--- config.mk ---
export PLATFORM = sky130hd
export DESIGN_NAME = serial_xact_ctrl
export DESIGN_NICKNAME = d
export VERILOG_FILES = /design/src/rtl/serial_xact_ctrl.sv
export SDC_FILE = /design/constraint.sdc
export NUM_CORES = 1
export LEC_CHECK = 0
export CAP_MARGIN = 20
export CORE_AREA = 2 2 74 76
export CTS_BUF_LIST = sky130_fd_sc_hd__clkbuf_8 sky130_fd_sc_hd__clkbuf_16
export DETAILED_ROUTE_END_ITERATION = 10
export DIE_AREA = 0 0 76 78
export GPL_TIMING_DRIVEN = 0
export PLACE_DENSITY = 0.61
export SYNTH_ARGS = -nofsm -noshare
export SYNTH_HDL_FRONTEND = slang
export SYNTH_SLANG_ARGS = --single-unit
--- constraint.sdc ---
create_clock -name clk -period 2.95 [get_ports clk]
set_input_delay 0.885 -clock clk [delete_from_list [all_inputs] [get_ports clk]]
set_output_delay 0.885 -clock clk [all_outputs]
set_load 0.01 [all_outputs]
--- src/rtl/serial_xact_ctrl.sv ---
// ---------------------------------------------------------------------------
// serial_xact_ctrl
//
// Sequences single register-access transactions into the synchronous serial
// engine. A request accepted on the valid/ready handshake becomes one TX frame
// {write, addr, data}, sent MSB first. For a write the data field holds the
// write data; for a read it is zero. The block drives the engine's chip select,
// start and stall inputs. On reads it captures the RX word, and it reports
// completion with a one-cycle response strobe.
//
// Optional build macro: XACT_TIMEOUT_EN
//   When defined, a watchdog limits the time spent waiting on the engine in
//   SEND and RECV to TIMEOUT cycles. An expired transaction is aborted and
//   answered with resp_err=1. Without it resp_err is tied to 0.
//
// Ports:
//   clk, rst          clock; asynchronous active-high reset
//   req_valid/ready   request handshake (no queueing, one at a time)
//   req_write         1 = write, 0 = read
//   req_addr          register address (ADDR_W)
//   req_wdata         write data (DATA_W), ignored on reads
//   resp_valid        one-cycle completion pulse
//   resp_rdata        read data (zero after a write), held until next read
//   resp_err          timeout flag, qualified by resp_valid
//   eng_csb           engine chip select, active low
//   eng_tx            frame to engine (FRAME_W)
//   eng_tx_start      engine start request
//   eng_tx_busy       engine TX stall
//   eng_rx_busy       engine RX stall
//   eng_tx_done       engine last-TX-bit level
//   eng_rx_done       engine last-RX-bit level
//   eng_rx            engine received word (DATA_W)
// ---------------------------------------------------------------------------
module serial_xact_ctrl #(
    parameter int ADDR_W   = 7,
    parameter int DATA_W   = 8,
    parameter int FRAME_W  = 1 + ADDR_W + DATA_W,
    parameter int CS_SETUP = 4,
    parameter int CS_HOLD  = 4,
    parameter int TIMEOUT  = 1023
) (
    input  logic               clk,
    input  logic               rst,
    input  logic               req_valid,
    output logic               req_ready,
    input  logic               req_write,
    input  logic [ADDR_W-1:0]  req_addr,
    input  logic [DATA_W-1:0]  req_wdata,
    output logic               resp_valid,
    output logic [DATA_W-1:0]  resp_rdata,
    output logic               resp_err,
    output logic               eng_csb,
    output logic [FRAME_W-1:0] eng_tx,
    output logic               eng_tx_start,
    output logic               eng_tx_busy,
    output logic               eng_rx_busy,
    input  logic               eng_tx_done,
    input  logic               eng_rx_done,
    input  logic [DATA_W-1:0]  eng_rx
);

    // Parameter sanity: the frame must match the engine and both chip-select
    // guard times need at least one cycle.
    if (FRAME_W != 1 + ADDR_W + DATA_W) begin : g_bad_frame_w
        $error("serial_xact_ctrl: FRAME_W must equal 1+ADDR_W+DATA_W");
    end
    if (CS_SETUP < 1 || CS_HOLD < 1 || TIMEOUT < 1) begin : g_bad_timing
        $error("serial_xact_ctrl: CS_SETUP, CS_HOLD and TIMEOUT must be >= 1");
    end

    localparam int CS_MAX = (CS_SETUP > CS_HOLD) ? CS_SETUP : CS_HOLD;
    localparam int CNT_W  = $clog2(CS_MAX + 1);
    localparam logic [CNT_W-1:0] SETUP_LAST = CNT_W'(CS_SETUP - 1);
    localparam logic [CNT_W-1:0] HOLD_LAST  = CNT_W'(CS_HOLD - 1);

    typedef enum logic [2:0] {
        IDLE  = 3'd0,
        SETUP = 3'd1,
        SEND  = 3'd2,
        RECV  = 3'd3,
        HOLD  = 3'd4,
        RESP  = 3'd5
    } state_t;

    state_t              state_reg;
    logic [CNT_W-1:0]    cnt_reg;
    logic                write_reg;
    logic                tx_done_prev_reg;
    logic                rx_done_prev_reg;
    logic                req_ready_reg;
    logic                resp_valid_reg;
    logic [DATA_W-1:0]   resp_rdata_reg;
    logic                eng_csb_reg;
    logic [FRAME_W-1:0]  eng_tx_reg;
    logic                eng_tx_start_reg;
    logic                eng_tx_busy_reg;
    logic                eng_rx_busy_reg;

    // Data field of the frame: write data on writes, zero on reads.
    logic [DATA_W-1:0]   wdata_field;
    for (genvar gi = 0; gi < DATA_W; gi++) begin : g_wdata_field
        assign wdata_field[gi] = req_wdata[gi] & req_write;
    end

    logic [FRAME_W-1:0]  frame_next;
    assign frame_next = {req_write, req_addr, wdata_field};

    logic accept;
    logic tx_fall;
    logic rx_fall;
    logic timeout_hit;

    assign accept  = (state_reg == IDLE) && req_valid && req_ready_reg;
    // The engine's done levels are only trusted on their falling edge; the
    // RX word is not stable before eng_rx_done drops.
    assign tx_fall = tx_done_prev_reg & ~eng_tx_done;
    assign rx_fall = rx_done_prev_reg & ~eng_rx_done;

`ifdef XACT_TIMEOUT_EN
    localparam int TO_W = $clog2(TIMEOUT + 1);
    localparam logic [TO_W-1:0] TO_LAST = TO_W'(TIMEOUT - 1);

    logic [TO_W-1:0] to_cnt_reg;
    logic            resp_err_reg;

    // A normal completion in the same cycle as expiry wins over the abort.
    assign timeout_hit = (((state_reg == SEND) && !tx_fall) ||
                          ((state_reg == RECV) && !rx_fall)) &&
                         (to_cnt_reg == TO_LAST);

    // The count restarts at each entry to SEND or RECV: every leave from those
    // states (including SEND->RECV on the TX fall) clears it.
    always_ff @(posedge clk or posedge rst) begin
        if (rst) begin
            to_cnt_reg   <= '0;
            resp_err_reg <= 1'b0;
        end else begin
            if (((state_reg == SEND) && !tx_fall) || ((state_reg == RECV) && !rx_fall)) begin
                to_cnt_reg <= to_cnt_reg + 1'b1;
            end else begin
                to_cnt_reg <= '0;
            end

            if (timeout_hit) begin
                resp_err_reg <= 1'b1;
            end else if (state_reg == RESP) begin
                resp_err_reg <= 1'b0;
            end
        end
    end

    assign resp_err = resp_err_reg;
`else
    assign timeout_hit = 1'b0;
    assign resp_err    = 1'b0;
`endif

    // Main sequencer. All engine-facing outputs are registered here; reset
    // drops chip select immediately, abandoning any transaction in flight.
    always_ff @(posedge clk or posedge rst) begin
        if (rst) begin
            state_reg        <= IDLE;
            cnt_reg          <= '0;
            write_reg        <= 1'b0;
            tx_done_prev_reg <= 1'b0;
            rx_done_prev_reg <= 1'b0;
            req_ready_reg    <= 1'b0;
            resp_valid_reg   <= 1'b0;
            resp_rdata_reg   <= '0;
            eng_csb_reg      <= 1'b1;
            eng_tx_reg       <= '0;
            eng_tx_start_reg <= 1'b0;
            eng_tx_busy_reg  <= 1'b1;
            eng_rx_busy_reg  <= 1'b1;
        end else begin
            tx_done_prev_reg <= eng_tx_done;
            rx_done_prev_reg <= eng_rx_done;
            resp_valid_reg   <= 1'b0;

            case (state_reg)
                IDLE: begin
                    if (accept) begin
                        eng_tx_reg    <= frame_next;
                        write_reg     <= req_write;
                        eng_csb_reg   <= 1'b0;
                        cnt_reg       <= '0;
                        req_ready_reg <= 1'b0;
                        state_reg     <= SETUP;
                    end else begin
                        // Also arms ready on the first clock after reset.
                        req_ready_reg <= 1'b1;
                    end
                end

                SETUP: begin
                    if (cnt_reg == SETUP_LAST) begin
                        cnt_reg          <= '0;
                        eng_tx_busy_reg  <= 1'b0;
                        eng_tx_start_reg <= 1'b1;
                        state_reg        <= SEND;
                    end else begin
                        cnt_reg <= cnt_reg + 1'b1;
                    end
                end

                SEND: begin
                    if (tx_fall) begin
                        eng_tx_start_reg <= 1'b0;
                        eng_tx_busy_reg  <= 1'b1;
                        cnt_reg          <= '0;
                        if (write_reg) begin
                            state_reg <= HOLD;
                        end else begin
                            eng_rx_busy_reg <= 1'b0;
                            state_reg       <= RECV;
                        end
                    end else if (timeout_hit) begin
                        eng_tx_start_reg <= 1'b0;
                        eng_tx_busy_reg  <= 1'b1;
                        eng_rx_busy_reg  <= 1'b1;
                        eng_csb_reg      <= 1'b1;
                        resp_rdata_reg   <= '0;
                        resp_valid_reg   <= 1'b1;
                        state_reg        <= RESP;
                    end
                end

                RECV: begin
                    if (rx_fall) begin
                        resp_rdata_reg  <= eng_rx;
                        eng_rx_busy_reg <= 1'b1;
                        cnt_reg         <= '0;
                        state_reg       <= HOLD;
                    end else if (timeout_hit) begin
                        eng_tx_start_reg <= 1'b0;
                        eng_tx_busy_reg  <= 1'b1;
                        eng_rx_busy_reg  <= 1'b1;
                        eng_csb_reg      <= 1'b1;
                        resp_rdata_reg   <= '0;
                        resp_valid_reg   <= 1'b1;
                        state_reg        <= RESP;
                    end
                end

                HOLD: begin
                    if (cnt_reg == HOLD_LAST) begin
                        eng_csb_reg    <= 1'b1;
                        resp_valid_reg <= 1'b1;
                        if (write_reg) begin
                            resp_rdata_reg <= '0;
                        end
                        state_reg <= RESP;
                    end else begin
                        cnt_reg <= cnt_reg + 1'b1;
                    end
                end

                RESP: begin
                    req_ready_reg <= 1'b1;
                    state_reg     <= IDLE;
                end

                default: begin
                    state_reg <= IDLE;
                end
            endcase
        end
    end

    assign req_ready    = req_ready_reg;
    assign resp_valid   = resp_valid_reg;
    assign resp_rdata   = resp_rdata_reg;
    assign eng_csb      = eng_csb_reg;
    assign eng_tx       = eng_tx_reg;
    assign eng_tx_start = eng_tx_start_reg;
    assign eng_tx_busy  = eng_tx_busy_reg;
    assign eng_rx_busy  = eng_rx_busy_reg;

endmodule

# After elaboration in Yosys (flattened, before gate mapping)
# Index checks and enable logic that the tools add are counted.
# op_classes
addsub	1
n_eq_ne	14
mux	33
bitwise	12
n_reduce_logical	16
# ops
cell	count
$mux 3	11
$pmux 3 s5	2
$mux 8	3
$ne 2x2->1 const B	8
$pmux 8 s2	1
$mux 1	11
$and 1x1->1	10
$pmux 1 s2	5
$reduce_and 5->1	2
$reduce_bool 2->1	5
$eq 3x2->1 const B	3
$reduce_and 4->1	2
$eq 3x3->1 const B	2
$reduce_and 3->1	2
$reduce_bool 5->1	1
$add 3x1->3 const B	1
$eq 3x1->1 const B	1
$logic_not 3->1	1
$logic_and 1x1->1	2
$not 1->1	2
$reduce_and 2->1	1
# totals
regBits	39
input_bits	29
output_inout_bits	31

# Logic depth before layout (Yosys ltp)
# depth
ltp_word	5
ltp_mapped	7

# Worst setup path after synthesis
# No wires, ideal clock.
# synth_path
kind	input -> register
startpoint	input eng_tx_done
endpoint	register cnt_reg[1]
setup_ps	127
arrival_ps	1722
required_ps	2823
slack_ps	1101
stages	4
path_buffers	0
cell_sequence	nand2b_1 -> a32oi_2 -> nand3b_2 -> mux2_1
# synth_via
elab_chain_len	4
# synth_rtl
element	line_no	source
start: declaration	57	input logic eng_tx_done,
$not 1->1	116	assign tx_fall = tx_done_prev_reg & ~eng_tx_done;
$and 1x1->1	116	
$ne 2x2->1 (no line)	-	
$reduce_and 5->1 (no line)	-	
end signal: assignment	202	cnt_reg <= cnt_reg + 1'b1;
end signal: assignment	254	cnt_reg <= cnt_reg + 1'b1;
end: declaration	86	logic [CNT_W-1:0] cnt_reg;
# No other way between the ends.
# A chain may end at the register's enable or synchronous reset.

==> reports/results.ini <==
[outcome]
run_status = complete, no violations

[grt]
antenna_found_initial = 0
grt-ovfl-total = 0
grt_max_degree = 39
grt_usage_pct = 13.76
grt_pass1_vias = 1406
grt_first_pass_wirelength_mm = 6.486

[synthesis]
synthFlopType = dfrtp_1
ys_ff_latch = 38
yosysWarnings = 0
netlist_area_um2 = 1740
synth_nets = 200
syn_area_per_cell_um2 = 10.36
async_flop_share_pct = 100.0
synth_top_area_share_pct = 50.32
yosysSeqAreaShare_pct = 54.85
synth_edf_count = 0
yosysUniqueCellTypes = 41
synthTopCellsByArea = dfrtp_1, nand2_1, dfstp_2
yosysTopAreaCell = dfrtp_1
synth_cells = 168

[setup_path]
timing.reg2reg.setup_slack_ns = 1.30
worstSetupPathType = reg2out
worstPathArrival_ns = 1.45
crit_path_top_delay_cell = clkdlybuf4s50_1
path_delay_family = buffers and inverters
worst-path-buf-inv = 2
crit_path_max_fanout = 6
max_stage_delay_ns = 0.53
path_cells = buf_4 > clkdlybuf4s50_1
critPathRequiredTime_ns = 2.07
cp-end-kind = output port
startpoint_type = flop

[detailed_routing]
vias_per_cell = 4.660
num_vias = 1412
drt_wl_total_mm = 3.740
drc = 0
dr.first_iter.drc_count = 65
ant_nets = 0
wire_per_inst_um = 12.34
dr.pass1.iters = 4

[placed_design]
placed_cells = 295
dp_hpwl_mm = 2.707
place_area_um2 = 2399
post-place-ws_ns = 0.5425
io_buffers = 57
gp_congestion = 0.7920

[sta]
finalCritPeriodShare_pct = 79.03
relSlewSlack_pct = 47.98
setup_violations = 0
setup_ws_ns = 0.6185
slew_viol_final = 0
whs_ns = 0.4660
clock_skew_ns = 0.003347
fmax_mhz = 428.9
grt_setup_unrepaired = no
post-route-min-period_ns = 2.331
fin_tns_setup_ns = 0
tightestPinTransition_ns = 0.7791
hold_viol_final = 0

[power]
combPwrFrac_pct = 47.4
power.density_nw_per_um2 = 936.2
power_frac_seq_pct = 37.1
power.internal_mw = 1.519
swShare_pct = 34.83
p_clk_share_pct = 15.5
p_leak_nw = 1.171
p_sw_mw = 0.8120
vdd_ir_drop_max_mv = 0.4576
power.total_mw = 2.331

[clock_network]
cts_hold_buf = 0
htree_levels = 2
clk_pin_slew_worst_paths_ns = 0.07
numCtsBuffers = 5
clk_latency_ns = 0.29
clkSinkCount = 38
cts_root_buf = clkbuf_8
cts_setup_buffers = 0
tritoncts = done
cts_resized = 0
cts_buffer_depth = 2

[run]
maxCapViolCount = 0

[cells_and_area]
fin_area_um2 = 2490
mostFrequentLayoutCells = clkdlybuf4s50_1, nand2_1, dfrtp_1
largest_register_ffs = 15
fin_util_pct = 49.38
diodes = 0
nFillCells = 489
final_common_cell = clkdlybuf4s50_1
stdcell_count = 303
syn_to_final_growth_pct = 43.06
layout.nets = 264
drive_gt1_share_pct = 12.02

[floorplan]
start_util_pct = 34.52
core_area_um2 = 5042
die-width_um = 76
floorplan.die_area_um2 = 5928
rows = 26
die_h_um = 78
ioPinCount = 60

[hold_path]
hp-class = reg2reg

==> cell usage after synthesis (4+ instances only) <==
cell type / count
nand2_1: 45
dfrtp_1: 35
a22o_1: 8
nand3_1: 8
nor2_1: 6
inv_1: 5
o21ai_0: 5
buf_4: 4
nand2b_1: 4
nor2b_1: 4
==> area by class of cell <==
type | instances | area, um2 | share of cell area [%]
Buffer | 11 | 82.58 | 3.317
Clock buffer | 6 | 82.58 | 3.317
Clock inverter | 2 | 8.758 | 0.3518
Inverter | 5 | 18.77 | 0.7538
Multi-Input combinational cell | 114 | 684.4 | 27.49
Sequential cell | 38 | 954.7 | 38.34
Tap cell | 70 | 87.58 | 3.518
Timing Repair Buffer | 57 | 570.5 | 22.91
==> kinds of logic after synthesis <==
group / after synthesis / synth area share, %
AO/OA/AOI/OAI: 26 / 12.73
XOR/XNOR: 1 / 0.5033
adder cells (fa/ha/maj): 3 / 2.157
buffers and inverters: 16 / 5.823
flip-flops: 38 / 54.85
multiplexers: 4 / 2.516
other: 1 / 0.2155
AND/OR/NAND/NOR: 79 / 21.21
==> routing by layer <==
layer | wire (um) | share of wire [%] | vias to the layer above | global-route usage [%]
li1 | - | - | 685 | -
met1 | 1686 | 45 | 677 | 17.49
met2 | 1725 | 46 | 45 | 21.52
met3 | 261 | 7.0 | 5 | 4.535
met4 | 68 | 1.8 | 0 | 6.000
met5 | 0 | 0 | - | 0
==> worst paths after layout <==
path                         startpoint         end  cells past startpoint
hold / removal                eng_tx[7]   eng_tx[7]                      2
hold reg to reg               eng_tx[7]   eng_tx[7]                      2
setup reg to reg           state_reg[2]  cnt_reg[1]                      5
max in group asynchronous           rst  resp_valid                      2
setup / recovery              write_reg  eng_tx[15]                      2
min in group asynchronous           rst  eng_tx[10]                      2
==> power by group through the flow <==
| stage | clock network [mW] | logic, mW | registers [mW] |
|---|---|---|---|
| 3_5_place_dp | 0 | 1.11 | 0.872 |
| 2_1_floorplan | 0 | 0.547 | 0.938 |
| 6_report | 0.362 | 1.10 | 0.865 |
| 3_3_place_gp | 0 | 1.10 | 0.874 |
| 4_1_cts | 0.373 | 1.12 | 0.868 |
| 5_1_grt | 0.394 | 1.23 | 0.897 |
==> worst register-to-register path: stages (launching register included) <==
cell and delay (ns):
dfrtp_1 0.36, buf_4 0.16, nor3_1 0.40, nand2_1 0.15, nand3b_2 0.14, mux2_1 0.33
Power figures use the tool's default switching activity.
